**config.mk**
```make
export PLATFORM = sky130hd
export DESIGN_NAME = core_issue_window
export DESIGN_NICKNAME = d
export VERILOG_FILES = /design/src/rtl/core_pkg.sv /design/src/rtl/core_scoreboard.sv /design/src/rtl/core_issue_window.sv
export SDC_FILE = /design/constraint.sdc
export NUM_CORES = 1
export LEC_CHECK = 0
export CAP_MARGIN = 20
export CORE_MARGIN = 2
export CORE_UTILIZATION = 48
export DETAILED_ROUTE_END_ITERATION = 7
export PLACE_DENSITY_LB_ADDON = 0.1
export SLEW_MARGIN = 20
export SYNTH_ARGS = -nofsm -noshare
export SYNTH_HDL_FRONTEND = slang
export SYNTH_SLANG_ARGS = --single-unit
```
**constraint.sdc**
```tcl
create_clock -name clk_i -period 7 [get_ports clk_i]
set_clock_uncertainty 0.15 [all_clocks]
set_input_delay 1.05 -clock clk_i [delete_from_list [all_inputs] [get_ports clk_i]]
set_output_delay 1.05 -clock clk_i [all_outputs]
set_load 0.005 [all_outputs]
```
**src/rtl/core_pkg.sv**
```systemverilog
// Shared TOY-core opcode definitions and operand decode helpers.
// Used by the decoder and by the issue window.
package core_pkg;

    localparam int REG_N = 16;

    typedef enum logic [3:0] {
        OP_HALT = 4'h0,
        OP_ADD  = 4'h1,
        OP_SUB  = 4'h2,
        OP_AND  = 4'h3,
        OP_OR   = 4'h4,
        OP_XOR  = 4'h5,
        OP_SHL  = 4'h6,
        OP_LI   = 4'h7,
        OP_LD   = 4'h8,
        OP_ST   = 4'h9,
        OP_LDX  = 4'hA,
        OP_STX  = 4'hB,
        OP_BEQ  = 4'hC,
        OP_BNE  = 4'hD,
        OP_JR   = 4'hE,
        OP_JAL  = 4'hF
    } op_e;

    function automatic op_e op_of(input logic [15:0] instr);
        return op_e'(instr[15:12]);
    endfunction

    function automatic logic [REG_N-1:0] reg_bit(input logic [3:0] r);
        return REG_N'(1) << r;
    endfunction

    // Fields: op[15:12] rd[11:8] rs[7:4] rt[3:0]
    function automatic logic [REG_N-1:0] src_mask(input logic [15:0] instr);
        logic [REG_N-1:0] m;
        m = '0;
        case (instr[15:12])
            4'h1, 4'h2, 4'h3,
            4'h4, 4'h5, 4'h6: m = reg_bit(instr[7:4]) | reg_bit(instr[3:0]);
            4'h9, 4'hC,
            4'hD, 4'hE:       m = reg_bit(instr[11:8]);
            4'hA:             m = reg_bit(instr[3:0]);
            4'hB:             m = reg_bit(instr[11:8]) | reg_bit(instr[3:0]);
            default:          m = '0;
        endcase
        return m;
    endfunction

    function automatic logic has_dest(input logic [15:0] instr);
        logic d;
        case (instr[15:12])
            4'h1, 4'h2, 4'h3, 4'h4,
            4'h5, 4'h6, 4'h7, 4'h8,
            4'hA, 4'hF: d = 1'b1;
            default:    d = 1'b0;
        endcase
        return d;
    endfunction

    // r0 is never tracked, so it never creates a dependency.
    function automatic logic [REG_N-1:0] dest_mask(input logic [15:0] instr);
        logic [REG_N-1:0] m;
        m = '0;
        if (has_dest(instr) && instr[11:8] != 4'h0)
            m = reg_bit(instr[11:8]);
        return m;
    endfunction

    function automatic logic is_mem(input op_e op);
        return (op >= OP_LD) && (op <= OP_STX);
    endfunction

    function automatic logic is_ctrl(input op_e op);
        return op >= OP_BEQ;
    endfunction

endpackage

```
**src/rtl/core_scoreboard.sv**
```systemverilog
// Pending-write scoreboard: one dirty bit per register.
// Set ports win over clear ports; r0 stays clear.
module core_scoreboard
    import core_pkg::*;
#(
    parameter int ISSUE_W  = 2,
    parameter int WB_PORTS = 3
) (
    input  logic                  clk_i,
    input  logic                  rst_ni,
    input  logic [ISSUE_W-1:0]    set_en_i,
    input  logic [ISSUE_W*4-1:0]  set_rd_i,
    input  logic [WB_PORTS-1:0]   clr_en_i,
    input  logic [WB_PORTS*4-1:0] clr_rd_i,
    output logic [REG_N-1:0]      dirty_o
);

    logic [REG_N-1:0] dirty_q;
    logic [REG_N-1:0] dirty_d;
    logic [REG_N-1:0] set_m;
    logic [REG_N-1:0] clr_m;

    always_comb begin
        set_m = '0;
        clr_m = '0;
        for (int k = 0; k < ISSUE_W; k++) begin
            if (set_en_i[k])
                set_m = set_m | reg_bit(set_rd_i[k*4 +: 4]);
        end
        for (int p = 0; p < WB_PORTS; p++) begin
            if (clr_en_i[p])
                clr_m = clr_m | reg_bit(clr_rd_i[p*4 +: 4]);
        end
        dirty_d    = (dirty_q & ~clr_m) | set_m;
        dirty_d[0] = 1'b0;
    end

    always_ff @(posedge clk_i or negedge rst_ni) begin
        if (!rst_ni) dirty_q <= '0;
        else         dirty_q <= dirty_d;
    end

    assign dirty_o = dirty_q;

endmodule

```
**src/rtl/core_issue_window.sv**
```systemverilog
// In-order issue window: circular FIFO of fetched instructions,
// issuing up to ISSUE_W hazard-free instructions per cycle.
module core_issue_window
    import core_pkg::*;
#(
    parameter int DEPTH    = 4,
    parameter int ISSUE_W  = 2,
    parameter int WB_PORTS = 3
) (
    input  logic                  clk_i,
    input  logic                  rst_ni,
    input  logic                  in_valid_i,
    output logic                  in_ready_o,
    input  logic [15:0]           in_instr_i,
    input  logic [7:0]            in_pc_i,
    input  logic                  stall_i,
    input  logic                  lsu_ready_i,
    output logic [ISSUE_W-1:0]    iss_valid_o,
    output logic [ISSUE_W*16-1:0] iss_instr_o,
    output logic [ISSUE_W*8-1:0]  iss_pc_o,
    input  logic                  ctrl_resolve_i,
    input  logic                  ctrl_taken_i,
    input  logic [WB_PORTS-1:0]   wb_en_i,
    input  logic [WB_PORTS*4-1:0] wb_rd_i,
    output logic                  halted_o
);

    localparam int AW = $clog2(DEPTH);
    localparam int CW = AW + 1;

    logic [15:0]        instr_q [DEPTH];
    logic [7:0]         pc_q    [DEPTH];
    logic [AW-1:0]      head_q, head_d;
    logic [AW-1:0]      tail_q, tail_d;
    logic [CW-1:0]      count_q, count_d;
    logic               ctrl_pend_q, ctrl_pend_d;
    logic               halted_q, halted_d;

    logic [REG_N-1:0]   sb_dirty;
    logic [REG_N-1:0]   acc_dest;
    logic [ISSUE_W-1:0] set_en;
    logic [ISSUE_W*4-1:0] set_rd;
    logic [CW-1:0]      n_iss;
    logic [AW-1:0]      idx;
    logic [15:0]        ins;
    op_e                op;
    logic               ok;
    logic               stop;
    logic               ctrl_iss;
    logic               halt_iss;
    logic               flush;
    logic               push;

    core_scoreboard #(
        .ISSUE_W  (ISSUE_W),
        .WB_PORTS (WB_PORTS)
    ) u_sb (
        .clk_i    (clk_i),
        .rst_ni   (rst_ni),
        .set_en_i (set_en),
        .set_rd_i (set_rd),
        .clr_en_i (wb_en_i),
        .clr_rd_i (wb_rd_i),
        .dirty_o  (sb_dirty)
    );

    // Group formation: walk from head, stop at the first entry that cannot go.
    always_comb begin
        iss_valid_o = '0;
        iss_instr_o = '0;
        iss_pc_o    = '0;
        set_en      = '0;
        set_rd      = '0;
        acc_dest    = '0;
        n_iss       = '0;
        idx         = head_q;
        ins         = '0;
        op          = OP_HALT;
        ok          = 1'b0;
        ctrl_iss    = 1'b0;
        halt_iss    = 1'b0;
        stop        = stall_i || ctrl_pend_q || halted_q;
        for (int k = 0; k < ISSUE_W; k++) begin
            idx = head_q + AW'(k);
            ins = instr_q[idx];
            op  = op_of(ins);
            ok  = !stop && (CW'(k) < count_q) &&
                  ((src_mask(ins) & (sb_dirty | acc_dest)) == '0);
            if (is_mem(op) && !lsu_ready_i)
                ok = 1'b0;
            if (op == OP_HALT && (k != 0 || sb_dirty != '0))
                ok = 1'b0;
            if (ok) begin
                iss_valid_o[k]         = 1'b1;
                iss_instr_o[k*16 +: 16] = ins;
                iss_pc_o[k*8 +: 8]     = pc_q[idx];
                set_en[k]              = has_dest(ins);
                set_rd[k*4 +: 4]       = ins[11:8];
                acc_dest               = acc_dest | dest_mask(ins);
                n_iss                  = n_iss + CW'(1);
                if (is_ctrl(op))     ctrl_iss = 1'b1;
                if (op == OP_HALT)   halt_iss = 1'b1;
                if (is_mem(op) || is_ctrl(op) || op == OP_HALT)
                    stop = 1'b1;
            end else begin
                stop = 1'b1;
            end
        end
    end

    always_comb begin
        flush       = ctrl_resolve_i && ctrl_taken_i && ctrl_pend_q;
        in_ready_o  = (count_q < CW'(DEPTH)) && !halted_q && !flush;
        push        = in_valid_i && in_ready_o;
        head_d      = head_q + AW'(n_iss);
        tail_d      = tail_q + AW'(push);
        count_d     = count_q + CW'(push) - n_iss;
        ctrl_pend_d = ctrl_pend_q;
        halted_d    = halted_q | halt_iss;
        if (ctrl_iss)
            ctrl_pend_d = 1'b1;
        else if (ctrl_resolve_i)
            ctrl_pend_d = 1'b0;
        if (flush) begin
            head_d  = tail_q;
            tail_d  = tail_q;
            count_d = '0;
        end
    end

    always_ff @(posedge clk_i or negedge rst_ni) begin
        if (!rst_ni) begin
            head_q      <= '0;
            tail_q      <= '0;
            count_q     <= '0;
            ctrl_pend_q <= 1'b0;
            halted_q    <= 1'b0;
        end else begin
            head_q      <= head_d;
            tail_q      <= tail_d;
            count_q     <= count_d;
            ctrl_pend_q <= ctrl_pend_d;
            halted_q    <= halted_d;
        end
    end

    always_ff @(posedge clk_i or negedge rst_ni) begin
        if (!rst_ni) begin
            for (int i = 0; i < DEPTH; i++) begin
                instr_q[i] <= '0;
                pc_q[i]    <= '0;
            end
        end else if (push) begin
            instr_q[tail_q] <= in_instr_i;
            pc_q[tail_q]    <= in_pc_i;
        end
    end

    assign halted_o = halted_q;

endmodule

```
==> run metrics <==
status=finished clean; DP HPWL=21,400 um; Final min period=6.38 ns; Hold Crit Endpoint=pc_q[9]$_DFFE_PN0P_; unrepaired setup endpoints after global routing=false; Clk pin slew, worst setup/hold paths=0.07 ns; CTS max path bufs=2; Max Slew Vio Count=0; Least-Margin Pin Slew=0.991 ns; die span in y=140 um; CTS root buf=clkbuf_16; CP arrival=5.18 ns; final RePlAce weighted congestion=0.976; Final ANT Viol Nets=0; Lkg Pwr=0.00405 uW; R2R Path Start=head_q[0]$_DFF_PN0_; internal power=2850 uW; CTS tree=done; Starting Density=49.1%; Netlist cell types=83; Hold-fix buffers, CTS=0; Fill cells=1,554; setup repair bufs after CTS=0; CP Cell Sequence=buf_4 > mux4_2 > or3b_2 > o32ai_1 > a221oi_2 > a211oi_1 > or3_1 > a21o_1 > inv_4 > nand2_2 > buf_4 > nor3_1 > clkdlybuf4s50_1; critical path capture point type=output pin; Finish-stage setup viols=0; worst min path class=reg2reg; number of stages on the worst hold path=1; final hold viol count=0; Synth async-reset ratio=100%; CP Class=reg2out; Comb power frac=58.9%; capturing point of the worst reg2reg path=count_q[2]$_DFF_PN0_; Final Instance Area=0.0105 mm^2; Core Footprint=0.0180 mm^2; CP required=5.80 ns; sequential share of power=25.0%; initial antenna violation count=0; layout cells sized above 1=24.0%; Clock Power Share=16.1%; Final #Nets=971; r2r setup slk=1.19 ns; Vias/cell=6.68; first drt pass iteration count=6; switch share=48.4%; row cnt=49; setup TNS=0 ns; Multi-input gate area=0.00541 mm^2; maxcap violations=0; Mapped Nets=903; total number of yosys warnings=0; Psw=2670 uW; die area=0.0195 mm^2; Post-synth top flop=dfrtp_1; CP max stage delay=0.72 ns; area grow syn2layout=18.2%; non-filler cells, final=1,161; vias=7,759; R2R depth=20; Worst slew margin=34.0%; placed cells=1,128; slowest library cell on the worst path=mux4_2; clock latency on the worst-skew pair=0.43 ns; Max IR drop VDD=0.000276 V; synthesized area=0.00885 mm^2; most frequent CP cell=buf_4; Final Cycle Share=91.2%; sequential cell area=0.00301 mm^2; vias in the first global route=7,690; register area share after synthesis=33.9%; Avg Cell Area, Syn=10.4 um^2; Cells after Synth=850; DP Area=0.00987 mm^2; CP Max Fanout=26; Routed WL=29,500 um; post-cts sizing count=0; TritonCTS Buffers=17; Residual DRC=0; hold path start=pc_q[9]$_DFFE_PN0P_; die width=140 um; io pins=98; f_max=0.157 GHz; Setup crit start kind=flop; pwr dens=529 mW/mm^2; Global Route Usage Sum=30.3%; DR iter-0 viols=710; final worst-path setup slack=0.616 ns; number of flops mapped to enable cells by yosys=0; CTS H-tree depth=4; port bufs=97; largest net degree at the start of global routing=77; Routed wire per std cell=25.4 um; first-pass GRT wire length=45,400 um; CTS Sinks=120; synthesized flop and latch total=120; pre-CTS setup slack=1.14 ns; Power Total=5530 uW; gr ovfl total=0
## flip-flops by register name (all words and copies together) (netlist names)
register	cells
count_q	3
instr_q	64
ctrl_pend_q	1
tail_q	2
head_q	2
u_sb.dirty_o	15
pc_q	32
halted_o	1
## per-layer routing
| layer | vias up | wire, um | global-route usage, % |
|---|---|---|---|
| met1 | 3956 | 12800 | 41.2 |
| met2 | 338 | 13900 | 48.1 |
| li1 | 3396 | - | - |
| met3 | 69 | 1880 | 6.30 |
| met4 | 0 | 990 | 11.9 |
| met5 | - | 0 | 0 |
## Yosys cell counts (all sizes together), types with 7 or more instances
cell    number  share of area [%]
a21oi       27                1.5
o21ai       26                1.5
nor4         9               0.64
clkbuf      23               0.98
dfrtp      120                 34
nand2b      14               0.99
mux2        99                 13
and2        27                1.9
mux4        47                 12
o22ai       23                1.6
nand2       57                2.5
a22oi        8               0.83
nand4b       7               0.83
nor2        42                1.8
nand3       34                1.9
buf         37                2.8
nand4       10               0.78
o41ai       16                2.5
a31oi        7               0.50
inv         30                1.3
nor2b       21                1.5
nor3        39                2.3
nor3b       12                1.0
mux2i       19                2.1
## power by group through the flow
| stage | logic [uW] | registers (uW) | clock network [uW] |
|---|---|---|---|
| finish | 3260 | 1380 | 888 |
| global route | 3490 | 1420 | 930 |
| CTS | 3210 | 1370 | 898 |
| detailed placement | 3190 | 1380 | 0 |
| global placement | 3200 | 1350 | 0 |
| floorplan | 2510 | 1180 | 0 |
## layout make-up
cell class                      count  area share (%)
Clock inverter                     15            1.50
Timing Repair Buffer              109            10.1
Multi-Input combinational cell    640            51.7
Sequential cell                   120            28.7
Antenna cell                        1          0.0239
Inverter                           30            1.10
Clock buffer                       17            4.07
Tap cell                          229            2.74
## worst max-delay path: cells and delay by family (launching register included)
family | cells | cell delay, ns
mux | 1 | 0.72
buf+inv | 4 | 1.16
compound gates | 4 | 0.92
simple gates | 4 | 1.20
flops | 1 | 0.70
## how the worst max path moves through the flow
| stage | end | slack [ns] | startpoint | depth (start not counted) |
|---|---|---|---|---|
| after floorplan | count_q[2]$_DFF_PN0_ | 2.20 | head_q[0]$_DFF_PN0_ | 24 |
| after global placement | iss_instr_o[16] | 1.19 | head_q[1]$_DFF_PN0_ | 12 |
| after detailed placement | iss_instr_o[26] | 1.14 | head_q[0]$_DFF_PN0_ | 13 |
| after CTS | iss_instr_o[26] | 0.66 | head_q[0]$_DFF_PN0_ | 13 |
| after global routing | iss_instr_o[22] | 0.37 | head_q[1]$_DFF_PN0_ | 12 |
| final | iss_instr_o[26] | 0.62 | head_q[0]$_DFF_PN0_ | 13 |
## placed cells by master (no fill, tap or decap), types with 6 or more instances in the layout
master | Yosys | routed
a21oi_1 | 27 | 27
a22oi_1 | 7 | 7
a31oi_1 | 7 | 7
a32oi_1 | 6 | 6
and2_1 | 27 | 27
buf_4 | 3 | 13
clkbuf_16 | 0 | 17
clkdlybuf4s50_1 | 0 | 96
dfrtp_1 | 120 | 118
ha_1 | 6 | 6
inv_1 | 29 | 29
inv_6 | 0 | 6
mux2_2 | 98 | 98
mux2i_1 | 19 | 19
mux4_2 | 47 | 47
nand2_1 | 55 | 55
nand2b_1 | 14 | 14
nand3_1 | 34 | 33
nand3b_1 | 6 | 6
nand4_1 | 9 | 9
nor2_1 | 42 | 41
nor2b_1 | 20 | 20
nor3_1 | 38 | 37
nor3b_1 | 12 | 12
nor4_1 | 9 | 9
o21ai_0 | 23 | 23
o22ai_1 | 23 | 23
o32ai_1 | 6 | 6
o41ai_2 | 11 | 11
## cell families (layout without fill, tap and decap cells)
group,Yosys count,after routing,share of synthesized area [%]
and+or+nand+nor,299,299,18.5
other,0,1,0
muxes,165,165,26.8
adders and majority gates,7,7,1.07
AOI/OAI and AO/OA,164,164,14.1
buffers and inverters,90,171,5.09
DFF,120,120,33.9
xor gates and xnor gates,5,5,0.495
## through the flow
stage	hold WS [ns]	util (%)
final	0.377	58.0
after global routing	0.389	58.0
after CTS	0.379	58.0
after detailed placement	0.360	54.8
after global placement	0.351	54.8
after floorplan	0.341	-
(Power assumes the default switching activity.)
